--- config.mk ---
export PLATFORM = sky130hd
export DESIGN_NAME = instr_fetch_unit
export DESIGN_NICKNAME = d
export VERILOG_FILES = /design/src/rtl/instr_fetch_unit.sv
export SDC_FILE = /design/constraint.sdc
export NUM_CORES = 1
export LEC_CHECK = 0
export ABC_AREA = 1
export ABC_CLOCK_PERIOD_IN_PS = 4350
export CORE_ASPECT_RATIO = 1.5
export CORE_MARGIN = 4
export CORE_UTILIZATION = 53
export CTS_BUF_LIST = sky130_fd_sc_hd__clkbuf_8
export CTS_CLUSTER_SIZE = 8
export DETAILED_ROUTE_END_ITERATION = 16
export PLACE_DENSITY = 0.95
export SETUP_SLACK_MARGIN = 0.02
export SLEW_MARGIN = 25
export SYNTH_ARGS = -nofsm -noshare
export SYNTH_HDL_FRONTEND = slang
export SYNTH_SLANG_ARGS = --single-unit
--- constraint.sdc ---
create_clock -name clk -period 4.35 [get_ports clk]
set_input_delay 0.435 -clock clk [delete_from_list [all_inputs] [get_ports clk]]
set_output_delay 0.435 -clock clk [all_outputs]
set_load 0.1 [all_outputs]
--- src/rtl/instr_fetch_unit.sv ---
// ---------------------------------------------------------------------------
// instr_fetch_unit
//
// Fetch-side producer for the instruction decoder. Fetches one 32-bit word at
// a time from the instruction bus, tracks the byte PC and presents one
// instruction slot per beat as {instr, halfWordSelector, instrPC}.
//   - Long words (bit 31 set) occupy a whole word and must sit at PC[1]=0.
//   - Short words are presented twice (lower half, then upper half) from the
//     same fetched word, unless the upper half is a NOP (bits 30:16 all zero),
//     in which case the upper half is skipped.
//   - A redirect restarts fetching at a new PC. A fetch already on the bus is
//     completed and its data thrown away.
// There is no prefetch: a new word is only requested once the last slot of
// the current word has been accepted.
//
// Ports
//   clk, rst            clock, synchronous active-high reset
//   memReq/memAddr      fetch request and word address, held until memAck
//   memAck/memData      one-cycle response pulse with the fetched word
//   instrValid          a beat is presented on instr/halfWordSelector/instrPC
//   decodeReady         decoder accepts the presented beat
//   instr               fetched word, passed whole
//   halfWordSelector    0 = short half [15:0], 1 = short half [31:16]
//   instrPC             byte PC of the presented slot
//   redirect/redirectPC load a new PC (bit 0 forced to 0)
//   alignFault          one-cycle pulse: long word found at PC[1]=1
// ---------------------------------------------------------------------------
module instr_fetch_unit #(
  parameter logic [31:0] RESET_PC = 32'h0000_0000
) (
  input  logic        clk,
  input  logic        rst,
  output logic        memReq,
  output logic [31:0] memAddr,
  input  logic        memAck,
  input  logic [31:0] memData,
  output logic        instrValid,
  input  logic        decodeReady,
  output logic [31:0] instr,
  output logic        halfWordSelector,
  output logic [31:0] instrPC,
  input  logic        redirect,
  input  logic [31:0] redirectPC,
  output logic        alignFault
);

  typedef enum logic [2:0] {
    FETCH_ISSUE,
    FETCH_WAIT,
    PRESENT,
    DISCARD,
    FAULT
  } state_t;

  localparam logic [31:0] PC_INIT   = RESET_PC & 32'hFFFF_FFFE;
  localparam logic [31:0] ADDR_INIT = RESET_PC & 32'hFFFF_FFFC;

  state_t      r_state;
  state_t      w_state_nxt;
  logic [31:0] r_pc;
  logic [31:0] w_pc_nxt;
  logic [31:0] r_addr;
  logic [31:0] w_addr_nxt;
  logic [31:0] r_word;
  logic [31:0] w_word_nxt;

  logic [31:0] w_redir_pc;
  logic [31:0] w_pc_word;
  logic        w_long;
  logic        w_upper_live;
  logic        w_misaligned;

  assign w_redir_pc   = redirectPC & 32'hFFFF_FFFE;
  assign w_pc_word    = r_pc & 32'hFFFF_FFFC;
  assign w_long       = r_word[31];
  // A short word whose upper 15 bits are zero carries a NOP in its upper half.
  assign w_upper_live = |r_word[30:16];
  assign w_misaligned = w_long & r_pc[1];

  assign instr   = r_word;
  assign instrPC = r_pc;

  // State, PC and fetch-address registers
  always_ff @(posedge clk) begin
    if (rst) begin
      r_state <= FETCH_ISSUE;
      r_pc    <= PC_INIT;
      r_addr  <= ADDR_INIT;
      r_word  <= '0;
    end else begin
      r_state <= w_state_nxt;
      r_pc    <= w_pc_nxt;
      r_addr  <= w_addr_nxt;
      r_word  <= w_word_nxt;
    end
  end

  // Next-state and output decode
  always_comb begin
    w_state_nxt      = r_state;
    w_pc_nxt         = r_pc;
    w_addr_nxt       = r_addr;
    w_word_nxt       = r_word;
    memReq           = 1'b0;
    memAddr          = r_addr;
    instrValid       = 1'b0;
    halfWordSelector = 1'b0;
    alignFault       = 1'b0;

    case (r_state)
      FETCH_ISSUE: begin
        // Request goes out combinationally from the current PC; it is held
        // low while rst is asserted so nothing leaves the block in reset.
        memReq      = ~rst;
        memAddr     = w_pc_word;
        w_addr_nxt  = w_pc_word;
        w_state_nxt = FETCH_WAIT;
        if (redirect) begin
          w_pc_nxt    = w_redir_pc;
          w_state_nxt = FETCH_ISSUE;
        end
      end

      FETCH_WAIT: begin
        memReq = 1'b1;
        if (redirect) begin
          // The bus transaction cannot be withdrawn: finish it in DISCARD
          // unless it completes right now, then refetch from the new PC.
          w_pc_nxt    = w_redir_pc;
          w_state_nxt = memAck ? FETCH_ISSUE : DISCARD;
        end else if (memAck) begin
          w_word_nxt  = memData;
          w_state_nxt = PRESENT;
        end
      end

      PRESENT: begin
        if (w_misaligned) begin
          alignFault  = 1'b1;
          w_state_nxt = FAULT;
        end else begin
          instrValid       = 1'b1;
          halfWordSelector = r_pc[1];
          if (decodeReady) begin
            if (!w_long && !r_pc[1] && w_upper_live) begin
              // Lower half of a short word: upper half follows from the
              // same fetched word, no refetch.
              w_pc_nxt = r_pc + 32'd2;
            end else if (r_pc[1]) begin
              w_pc_nxt    = r_pc + 32'd2;
              w_state_nxt = FETCH_ISSUE;
            end else begin
              // Long word, or short word with a NOP upper half.
              w_pc_nxt    = r_pc + 32'd4;
              w_state_nxt = FETCH_ISSUE;
            end
          end
        end
        if (redirect) begin
          w_pc_nxt    = w_redir_pc;
          w_state_nxt = FETCH_ISSUE;
        end
      end

      DISCARD: begin
        memReq = 1'b1;
        if (redirect) begin
          w_pc_nxt = w_redir_pc;
        end
        if (memAck) begin
          w_state_nxt = FETCH_ISSUE;
        end
      end

      FAULT: begin
        if (redirect) begin
          w_pc_nxt    = w_redir_pc;
          w_state_nxt = FETCH_ISSUE;
        end
      end

      default: begin
        w_state_nxt = FETCH_ISSUE;
      end
    endcase
  end

endmodule

==> impl_results.md <==
* Status: finished, final reports clean
* Met3 Wirelength at 1.56 mm
* Nets@finish at 1130
* Master of the slowest instance on the critical path: o21ai_0
* Synth Instances at 914
* Die Y at 136 um
* Worst Hold Depth at 2
* Antenna Nets Post-Route at 0
* Setup slack at placement at 1.51 ns
* Family with the most delay on the worst path: buffers and inverters
* HPWL Detailed at 13.0 mm
* # DRC at 0
* Worst slew pin tran at 0.992 ns
* Mapped Area at 5810 sq um
* Vias per Instance at 5.46
* R2R cell count at 7
* CTS tree: yes
* Layout Skew at 0.0132 ns
* Routability Congestion at 0.997
* Crit path buf inv count at 5
* Syn Area/Cell at 6.36 sq um
* Starting Density at 0.546
* Core area at 10600 sq um
* Total GRT Usage at 0.283
* CP Depth at 8
* Layout cells sized above 1 at 0.117
* Syn_nets at 987
* Crit Path Max Fanout at 35
* Clock slew seen by the registers of the worst setup and hold paths at 0.11 ns
* Largest net degree at the start of global routing at 59
* Fmax at 314 MHz
* CTS root buf: clkbuf_8
* Drt first pass iters at 7
* Cts bufs inserted at 9
* Most used cell, CP: inv_1
* Dpl cell area at 7420 sq um
* End-of-flow core utilization at 0.715
* H-Tree Depth at 3
* I/O Buffers at 166
* Slowest stage delay, CP at 0.46 ns
* Setup Viol. Count Final at 0
* Num rows at 46
* Share of flip-flops with an asynchronous set or reset at 0
* Wire length on met2 at 8.97 mm
* Hold Crit Class: reg2reg
* Crit path capture type: primary output
* Yosys top cell area share at 0.337
* PostCTS Resize Cnt at 0
* Postcts setup bufs at 0
* Setup_tns at 0 ns
* CP cell instances: nor2_2, inv_1, nor2_2, buf_4, inv_1, o21ai_0, inv_1, buf_4
* Synth area leaders: dfxtp_1 (34%), nor2_1 (11%), nand2_1 (9.4%)
* Wl on met1 at 6.77 mm
* Yosys cell types at 32
* Initial antenna violation count at 0
* Final period util at 0.733
* Number of max-cap violations at 0
* Hold Violations, Final at 0
* WL/cell at 14.9 um
* FF+latch count, synth at 98
* Finished Layout Cells at 1206
* Max rail drop VDD at 0.303 mV
* WP data arrival at 2.75 ns
* Global-route wire length before repair at 29.4 mm
* Clk sinks at 98
* Total number of vias at 6579
* Die area at 12700 sq um
* Vias in the first global route at 6278
* Most frequent cells in the layout: nor2_1 (178), nand2_1 (145), clkdlybuf4s50_1 (135)
* Commonest non-fill, non-tap cell in the layout: nor2_1
* Min Tclk post-route at 3.19 ns
* Clock Latency Late Sink at 0.38 ns
* Total global routing overflow at 0
* Placed Cells at 1190
* Fillers at 849
* Top cell type by total area after synthesis: dfxtp_1
* Area growth syn-to-layout at 30.9%
* Io pins at 169
* Post-synth EDFFs at 0
* WS Path Type: reg2out
* Final instance area at 7610 sq um
* Pins over their slew limit at 0
* Ant. Diodes at 0
* Die Span X at 93.5 um
* Startpoint Class: flop
* Sequential area share after synthesis at 0.337
* Slew Limit Headroom at 0.337
* DRT iter0 DRCs at 563
* Crit path setup slack, layout at 1.16 ns
* Highest routing layer actually used: met4
* Routed wire length at 18.0 mm
* Leakage power at 3.13 nW
* Max Buffers Root-to-Sink at 2
* Primary FF master, synth: dfxtp_1
* RSZ-0062 raised after global routing: false
* YS warnings at 0
* WP data required at 3.91 ns
* CTS Hold Buffers Added at 0
* Power Density at 446 nW/um^2
-- final timing paths --
check | startpoint | endpoint | slack, ns
max | r_state[1] | memAddr[10] | 1.16
min | r_addr[0] | r_addr[0] | 0.45
max reg2reg | instrPC[1] | instrPC[21] | 1.78
min reg2reg | r_addr[0] | r_addr[0] | 0.45
-- registers in the layout (all words and copies together), names as in the netlist --
signal	flops
r_state	3
instr	32
instrPC	31
r_addr	32
-- worst min-delay path: cells and delay by family (launching register included) --
| family | cells | cell delay (ns) |
|---|---|---|
| AND/OR/NAND/NOR | 1 | 0.05 |
| buffers and inverters | 1 | 0.06 |
| flip-flops | 1 | 0.31 |
-- layer usage --
metal	global-route usage	up-vias
met5	0	-
met4	0.137	0
met3	0.0626	63
met2	0.500	340
met1	0.318	2957
li1	-	3219
-- power by group --
group          internal (mW)  switching (mW)  total (mW)
Combinational          0.404            1.29        1.70
Sequential             0.986           0.113        1.10
Clock                  0.238           0.362       0.601
-- kinds of logic (layout without fill, tap and decap cells) --
group / after synthesis / count (layout) / synth area share
buffers and inverters: 138 / 286 / 0.0990
adder cells (fa/ha/maj): 4 / 4 / 0.00861
flip-flops: 98 / 98 / 0.337
XOR/XNOR: 17 / 17 / 0.0256
other: 1 / 1 / 0.000645
AND/OR/NAND/NOR: 488 / 488 / 0.379
AO/OA/AOI/OAI: 168 / 168 / 0.150
-- synthesized netlist by cell type (all sizes together) (4+ instances only) --
library cell,number
nand2,151
nor2,196
xnor2,5
nor3,7
or2,30
ha,4
buf,20
o21ai,105
clkbuf,21
xor2,12
nand3,96
a21oi,57
inv,95
o211ai,5
dfxtp,98
nand4,6
-- per-stage QoR --
stage	power, mW	hold WS [ns]
2_1_floorplan	2.41	0.425
3_3_place_gp	2.78	0.431
3_5_place_dp	2.80	0.441
4_1_cts	3.39	0.457
5_1_grt	3.54	0.485
6_report	3.40	0.455
-- layout make-up --
cell class              instances  area [sq um]  share of cell area
multi-input cells             678          3280               0.430
well taps                     144           180              0.0237
repair buffers                173          1640               0.215
inverters                      97           364              0.0478
flip-flops and latches         98          1960               0.258
clock buffers                  10           138              0.0181
clock inverters                 6          56.3             0.00740
Note: power is estimated with default switching activity, not from simulation.
